File: config.mk
export PLATFORM = sky130hd
export DESIGN_NAME = range_arbiter
export DESIGN_NICKNAME = d
export VERILOG_FILES = /design/src/rtl/range_arbiter.sv
export SDC_FILE = /design/constraint.sdc
export NUM_CORES = 1
export LEC_CHECK = 0
export CELL_PAD_IN_SITES_DETAIL_PLACEMENT = 0
export CELL_PAD_IN_SITES_GLOBAL_PLACEMENT = 1
export CORE_MARGIN = 2
export CORE_UTILIZATION = 44
export CTS_BUF_LIST = sky130_fd_sc_hd__clkbuf_4 sky130_fd_sc_hd__clkbuf_8
export CTS_CLUSTER_DIAMETER = 150
export DETAILED_ROUTE_END_ITERATION = 10
export HOLD_SLACK_MARGIN = 0.1
export PLACE_DENSITY_LB_ADDON = 0.1
export SLEW_MARGIN = 20
export SYNTH_ARGS = -nofsm -noshare
export SYNTH_HDL_FRONTEND = slang
export SYNTH_SLANG_ARGS = --single-unit
File: constraint.sdc
create_clock -name i_clock -period 5.2 [get_ports i_clock]
set_input_delay 1.3 -clock i_clock [delete_from_list [all_inputs] [get_ports i_clock]]
set_output_delay 1.3 -clock i_clock [all_outputs]
set_load 0.01 [all_outputs]
File: src/rtl/range_arbiter.sv
// range_arbiter: two-requester round-robin session arbiter that measures the
// max-min spread of the samples streamed by the granted requester.
//
// Ports:
//   i_clock        single clock, rising edge
//   i_reset        synchronous, active-high reset
//   i_req[1:0]     level session request per requester
//   i_fin[1:0]     session-end strobe per requester
//   i_data_in      shared sample bus, driven by the granted requester
//   i_data_valid   qualifies i_data_in
//   o_grant[1:0]   one-hot session owner, 0 when no session is open
//   o_range        max-min of the last completed session
//   o_range_valid  one-cycle pulse when o_range updates
//   o_range_owner  requester index that owns o_range
//   o_count[7:0]   accepted samples in current/last session, saturating
//   o_error        sticky fault flag, cleared when the next grant is issued
module range_arbiter #(
    parameter int unsigned WIDTH   = 12,
    parameter int unsigned TIMEOUT = 64
) (
    input  logic             i_clock,
    input  logic             i_reset,
    input  logic [1:0]       i_req,
    input  logic [1:0]       i_fin,
    input  logic [WIDTH-1:0] i_data_in,
    input  logic             i_data_valid,
    output logic [1:0]       o_grant,
    output logic [WIDTH-1:0] o_range,
    output logic             o_range_valid,
    output logic             o_range_owner,
    output logic [7:0]       o_count,
    output logic             o_error
);

    localparam int unsigned TW = $clog2(TIMEOUT + 1);

    typedef enum logic [1:0] {
        S_IDLE   = 2'd0,
        S_ACTIVE = 2'd1,
        S_REPORT = 2'd2
    } state_t;

    state_t           r_state, w_state_nxt;
    logic             r_owner, w_owner_nxt;
    logic             r_last_owner, w_last_owner_nxt;
    logic [WIDTH-1:0] r_max, w_max_nxt;
    logic [WIDTH-1:0] r_min, w_min_nxt;
    logic [7:0]       r_count, w_count_nxt;
    logic [TW-1:0]    r_tmr, w_tmr_nxt;
    logic [1:0]       r_grant, w_grant_nxt;
    logic [WIDTH-1:0] r_range, w_range_nxt;
    logic             r_range_valid, w_range_valid_nxt;
    logic             r_range_owner, w_range_owner_nxt;
    logic             r_error, w_error_nxt;

    // Datapath values with the current sample folded in (if any)
    logic [WIDTH-1:0] w_acc_max;
    logic [WIDTH-1:0] w_acc_min;
    logic [7:0]       w_acc_count;
    logic [TW-1:0]    w_tmr_inc;
    logic             w_sel_owner;

    assign w_acc_max   = (i_data_valid && (i_data_in > r_max)) ? i_data_in : r_max;
    assign w_acc_min   = (i_data_valid && (i_data_in < r_min)) ? i_data_in : r_min;
    assign w_acc_count = (i_data_valid && (r_count != 8'hFF)) ? r_count + 8'd1 : r_count;
    assign w_tmr_inc   = r_tmr + TW'(1);

    // Single request wins outright; a tie goes to the one that did not own last
    assign w_sel_owner = (i_req == 2'b11) ? ~r_last_owner : i_req[1];

    // Next-state and next-register logic
    always_comb begin
        w_state_nxt       = r_state;
        w_owner_nxt       = r_owner;
        w_last_owner_nxt  = r_last_owner;
        w_max_nxt         = r_max;
        w_min_nxt         = r_min;
        w_count_nxt       = r_count;
        w_tmr_nxt         = r_tmr;
        w_grant_nxt       = r_grant;
        w_range_nxt       = r_range;
        w_range_valid_nxt = 1'b0;
        w_range_owner_nxt = r_range_owner;
        w_error_nxt       = r_error;

        case (r_state)
            S_IDLE: begin
                if (|i_req) begin
                    w_state_nxt = S_ACTIVE;
                    w_owner_nxt = w_sel_owner;
                    w_grant_nxt = w_sel_owner ? 2'b10 : 2'b01;
                    w_max_nxt   = '0;
                    w_min_nxt   = '1;
                    w_count_nxt = 8'd0;
                    w_tmr_nxt   = '0;
                    w_error_nxt = 1'b0;
                end
            end

            S_ACTIVE: begin
                w_max_nxt   = w_acc_max;
                w_min_nxt   = w_acc_min;
                w_count_nxt = w_acc_count;
                w_tmr_nxt   = i_data_valid ? '0 : w_tmr_inc;

                if (i_fin[~r_owner]) begin
                    w_error_nxt = 1'b1;
                end

                if (i_fin[r_owner]) begin
                    w_state_nxt       = S_REPORT;
                    w_grant_nxt       = 2'b00;
                    w_range_valid_nxt = 1'b1;
                    w_range_owner_nxt = r_owner;
                    w_last_owner_nxt  = r_owner;
                    // Empty session: report zero rather than 0 - all-ones
                    if (w_acc_count == 8'd0) begin
                        w_range_nxt = '0;
                        w_error_nxt = 1'b1;
                    end else begin
                        w_range_nxt = w_acc_max - w_acc_min;
                    end
                end else if (!i_data_valid && (w_tmr_inc == TW'(TIMEOUT))) begin
                    // Stalled owner: abort without touching the reported range
                    w_state_nxt      = S_IDLE;
                    w_grant_nxt      = 2'b00;
                    w_error_nxt      = 1'b1;
                    w_last_owner_nxt = r_owner;
                end
            end

            S_REPORT: begin
                w_state_nxt = S_IDLE;
            end

            default: begin
                w_state_nxt = S_IDLE;
                w_grant_nxt = 2'b00;
            end
        endcase
    end

    // State and register update
    always_ff @(posedge i_clock) begin
        if (i_reset) begin
            r_state       <= S_IDLE;
            r_owner       <= 1'b0;
            r_last_owner  <= 1'b1;
            r_max         <= '0;
            r_min         <= '1;
            r_count       <= 8'd0;
            r_tmr         <= '0;
            r_grant       <= 2'b00;
            r_range       <= '0;
            r_range_valid <= 1'b0;
            r_range_owner <= 1'b0;
            r_error       <= 1'b0;
        end else begin
            r_state       <= w_state_nxt;
            r_owner       <= w_owner_nxt;
            r_last_owner  <= w_last_owner_nxt;
            r_max         <= w_max_nxt;
            r_min         <= w_min_nxt;
            r_count       <= w_count_nxt;
            r_tmr         <= w_tmr_nxt;
            r_grant       <= w_grant_nxt;
            r_range       <= w_range_nxt;
            r_range_valid <= w_range_valid_nxt;
            r_range_owner <= w_range_owner_nxt;
            r_error       <= w_error_nxt;
        end
    end

    assign o_grant       = r_grant;
    assign o_range       = r_range;
    assign o_range_valid = r_range_valid;
    assign o_range_owner = r_range_owner;
    assign o_count       = r_count;
    assign o_error       = r_error;

endmodule

* Word-level counts from Yosys, hierarchy flattened
Cells that the tools add are included.
** Word-level totals
- Register bits after elaboration :: 60
- Input port bits :: 19
- Word-level logic and storage cells :: 82
** Cells by class
- Add/sub/neg operators :: 3
- Order comparisons :: 4
- Equal/unequal tests :: 7
- Mux-type cells :: 35
- Bitwise operators :: 4
- Reduce and logical (&&, ||, !) cells :: 17
** Operators with widths (count)
- 12-bit 2-to-1 mux :: 5
- 12-bit case mux with 2 select lines :: 2
- 8-bit 2-to-1 mux :: 2
- 8-bit case mux with 2 select lines :: 1
- 7-bit 2-to-1 mux :: 2
- 7-bit case mux with 2 select lines :: 1
- 1-bit 2-to-1 mux :: 13
- 12-bit > comparator :: 1
- 12-bit < comparator :: 1
- 2-bit 2-to-1 mux :: 6
- 12-bit subtractor :: 1
- 2-bit AND reduction :: 5
- 8-bit by 1-bit adder with 8-bit output, second input constant :: 1
- 8-bit zero test :: 1
- 8-bit inequality test, second input constant :: 1
- 7-bit by 1-bit adder with 7-bit output, second input constant :: 1
- 7-bit == test, second input constant :: 1
- 2-bit case mux with 3 select lines :: 1
- 2-bit == test, second input constant :: 2
- 1-bit logical AND :: 4
- 1-bit by 2-bit < comparator with 1-bit output, second input constant :: 2
- 1-bit NOT :: 4
- 2-bit case mux with 2 select lines :: 1
- 2-bit nonzero test :: 2
- 8 further kinds :: 9

* Depth between registers and ports, before layout
- Word-level depth :: 7
- Mapped depth :: 19
- Depth with buffers taken out :: 19

* Worst setup path after synthesis
OpenSTA, ideal clock, no wires.
- Path type :: input -> register
- From :: input i_data_in[10]
- To :: register r_range[11] (netlist: o_range[11])
- Arrival time :: 4.646 ns
- Data required time :: 5.078 ns
- Setup slack :: 0.433 ns
- Stages on the path :: 16
- Cells stage by stage :: ha_1 -> and4_1 -> nand4_1 -> a21o_1 -> a31oi_2 -> clkbuf_1 -> nand2_1 -> o21ai_0 -> ha_1 -> or3_1 -> o21ai_0 -> a211oi_1 -> or4b_2 -> nand2_1 -> a2111oi_2 -> a221o_1
** Between the ends
- Cells in the longest elaborated chain, start to end :: 5
- Elaborated cells between the ends (all ways) :: 8
** Ends and longest elaborated chain
- start: declaration :: line 25 : input logic [WIDTH-1:0] i_data_in,
- 12-bit > comparator / 12-bit < comparator (equally long branches) :: line 63, 64
- 1-bit logical AND, on equally long branches :: line 63, 64
- 12-bit 2-to-1 mux, on equally long branches :: line 63, 64
- 12-bit subtractor (*) :: line 121 : w_range_nxt = w_acc_max - w_acc_min;
- 12-bit 2-to-1 mux (*) :: line 117 : if (w_acc_count == 8'd0) begin
- end signal: assignment :: line 167 : r_range <= w_range_nxt;
- end: declaration :: line 51 : logic [WIDTH-1:0] r_range, w_range_nxt;
Mark *: on every way between the ends. The rest lies on a longest branch, timed or not.
A chain may end at the register's enable or synchronous reset.

* Worst setup path after layout
- From :: input i_data_in[11]
- To :: register r_range[11] (netlist: o_range[11])
Same word-level chain as after synthesis.

==> impl_metrics.tcl <==
set metrics [dict create \
    slew_violations 0 \
    area_growth_pct 25.6 \
    first_global_vias 3676 \
    ioPinCount 44 \
    hold_depth 2 \
    die_x_um 99.1 \
    syn_inst 502 \
    drt-pass1-iter-count 4 \
    synth_edf_count 0 \
    cap_violations 0 \
    path_cells "clkdlybuf4s50_1 > ha_1 > and4_1 > nand4_1 > a21o_1 > a31oi_2 > buf_4 > nand2_1 > o21ai_0 > ha_1 > or3_1 > o21ai_0 > a211oi_1 > or4b_2 > nand2_1 > a2111oi_2 > a221o_1" \
    rrSetupSlack_ps 1160 \
    holdPathEnd "o_range[6]$_SDFFE_PP0P_" \
    die_y_um 99.1 \
    finalNetCount 637 \
    crit_arrival_ps 5180 \
    worst_pin_slew_ps 869 \
    critical_path_class "in -> reg" \
    seq_area_frac_synth 0.302 \
    timing.rr.start "r_max[11]$_SDFFE_PP0P_" \
    max_freq_mhz 203 \
    antenna_cells 0 \
    fin_crit_ps 4920 \
    wl_mm 10.3 \
    initial_core_util 0.454 \
    core_area_mm2 0.00876 \
    status "complete, no violations" \
    yosysTopAreaCell "dfxtp_1" \
    drtIter0Drc 165 \
    grt_overflow 0 \
    postCtsHoldBufs 0 \
    cts_sinks 60 \
    crit_path_end_kind "flip-flop" \
    grt_usage 0.222 \
    synthesis.nets 559 \
    cpMaxStageDelayCell "or4b_2" \
    final_area_mm2 0.00500 \
    yosys-top-cells-area "dfxtp_1, ha_1, nor2_1" \
    dp.cells 676 \
    place_ws_ps -185 \
    cts.htree.levels 3 \
    reg2reg_to "o_range[11]$_SDFFE_PP0P_" \
    powerDensity_mw_per_mm2 276 \
    gp_congestion 0.819 \
    required_ps 5460 \
    route.vias.total 3809 \
    ant_nets 0 \
    cp_max_fo 10 \
    clk_latency_ps 360 \
    port_buffers 43 \
    setup_viol 0 \
    tritoncts "yes" \
    synth_area_mm2 0.00398 \
    final_cells 693 \
    hold_start "o_range[6]$_SDFFE_PP0P_" \
    ys_ff_latch 60 \
    hold-worst-slack_ps 456 \
    viasPerCell 5.50 \
    grt_pass1_wl_mm 17.4 \
    yosys.cell_types.count 69 \
    drive_gt1_frac 0.150 \
    syn_avg_cell_area_um2 7.93 \
    grt_max_degree 46 \
    slowest_delay_ps 660 \
    vdd_drop_max_v 0.000123 \
    placed_area_mm2 0.00477 \
    ys.flop_type "dfxtp_1" \
    antenna_found_initial 0 \
    fin_crit_sh 0.946 \
    synth_top_area_share 0.302 \
    finalHoldViolations 0 \
    leakagePower_uw 0.00209 \
    placementRows 34 \
    async_flop_share 0 \
    setup_ws_ps 280 \
    clkTransAtPathRegs_ps 80 \
    cts_buffers 9 \
    die_area_mm2 0.00983 \
    drc 0 \
    cts_root_buf "clkbuf_8" \
    hold_class "reg -> reg" \
    dpl.hpwl_mm 7.55 \
    wl_per_cell_um 14.9 \
    finClkSkew_ps 11.7 \
    clock_path_buffers 2 \
    ff2ff_path_depth 17 \
    maxSlewHeadroom 0.413 \
    startpoint_type "input port" \
    yosys_warnings 0 \
]
[cells in the final DEF (no fill, tap or decap), drive strengths merged, types with 4 or more instances in the layout]
| cell type | n |
|---|---|
| or3 | 8 |
| nor4 | 6 |
| nor2 | 62 |
| a22oi | 14 |
| a311oi | 4 |
| nor3 | 14 |
| o21ai | 39 |
| clkdlybuf4s50 | 43 |
| a211oi | 4 |
| inv | 33 |
| ha | 37 |
| a21oi | 41 |
| a22o | 5 |
| nand2 | 48 |
| mux2i | 7 |
| a31oi | 7 |
| dfxtp | 60 |
| or2 | 4 |
| xnor2 | 5 |
| a21o | 6 |
| nand3 | 12 |
| clkbuf | 9 |
| buf | 47 |
| nand2b | 5 |
| nor2b | 7 |
[report_power, final]
part | leakage (µW) | total (µW) | switching, µW | internal [µW]
clock | 0.0000958 | 437 | 213 | 223
sequential | 0.000489 | 502 | 17.1 | 485
combinational | 0.00151 | 439 | 237 | 203
[metal layers]
metal	vias up	routed length (µm)	global-route usage
met5	-	0	0
met3	14	311	0.0309
li1	1969	-	-
met2	55	4860	0.374
met4	0	216	0.101
met1	1771	4940	0.282
[worst max path at each step]
stage | end | slack [ps] | start | cells past startpoint
2_1_floorplan | o_range[11]$_SDFFE_PP0P_ | 430 | i_data_in[10] | 16
3_3_place_gp | o_range[11]$_SDFFE_PP0P_ | -110 | i_data_in[7] | 19
3_5_place_dp | o_range[11]$_SDFFE_PP0P_ | -190 | i_data_in[7] | 19
4_1_cts | o_range[11]$_SDFFE_PP0P_ | 190 | i_data_in[7] | 19
5_1_grt | o_range[11]$_SDFFE_PP0P_ | -2 | i_data_in[7] | 19
6_report | o_range[11]$_SDFFE_PP0P_ | 280 | i_data_in[11] | 17
[cell usage after synthesis, drive strengths merged, types with 8 or more instances]
cell type  number
nor2           62
dfxtp          60
nand2          48
a21oi          41
o21ai          39
ha             37
inv            32
clkbuf         17
a22oi          14
nor3           14
nand3          12
or3             8
[cell families (layout without fill, tap and decap cells)]
family	after synthesis	in the layout	synth area share
XOR/XNOR	8	8	0.0176
AO/OA/AOI/OAI	151	151	0.254
flip-flops	60	60	0.302
adder cells (fa/ha/maj)	38	38	0.121
multiplexers	8	8	0.0214
buffers and inverters	55	138	0.0613
AND/OR/NAND/NOR	182	182	0.222
[flip-flops by register name, indices dropped and copies added (netlist names)]
signal and count:
o_count 8, o_error 1, o_grant 2, o_range 12, o_range_owner 1, o_range_valid 1, r_last_owner 1, r_max 12
r_min 12, r_owner 1, r_state 2, r_tmr 7
[through the flow]
step	total power [µW]	util	setup TNS, ps
3_5_place_dp	945	0.545	-539
5_1_grt	1460	0.571	-2.18
2_1_floorplan	777	-	0
3_3_place_gp	941	0.545	-149
4_1_cts	1380	0.567	0
6_report	1380	0.571	0
[layout make-up]
cell class                      count  area, µm²
Timing Repair Buffer               90        787
Tap cell                          108        135
Sequential cell                    60       1200
Multi-Input combinational cell    387       2560
Clock buffer                        9        124
Clock inverter                      7       76.3
Inverter                           32        120
Fill cell                         840       3760
[critical path: cells and delay by family]
| family | cells | cell delay, ps |
|---|---|---|
| AOI/OAI and AO/OA | 7 | 1100 |
| adders and majority gates | 2 | 620 |
| buffers and inverters | 2 | 650 |
| and+or+nand+nor | 6 | 1490 |
[timing repair]
item / 4_1_cts / 5_1_grt
setup endpoints to repair: 0 / 4
setup buffers: 0 / 1
resized for setup: 0 / 9
(Power assumes the default switching activity.)
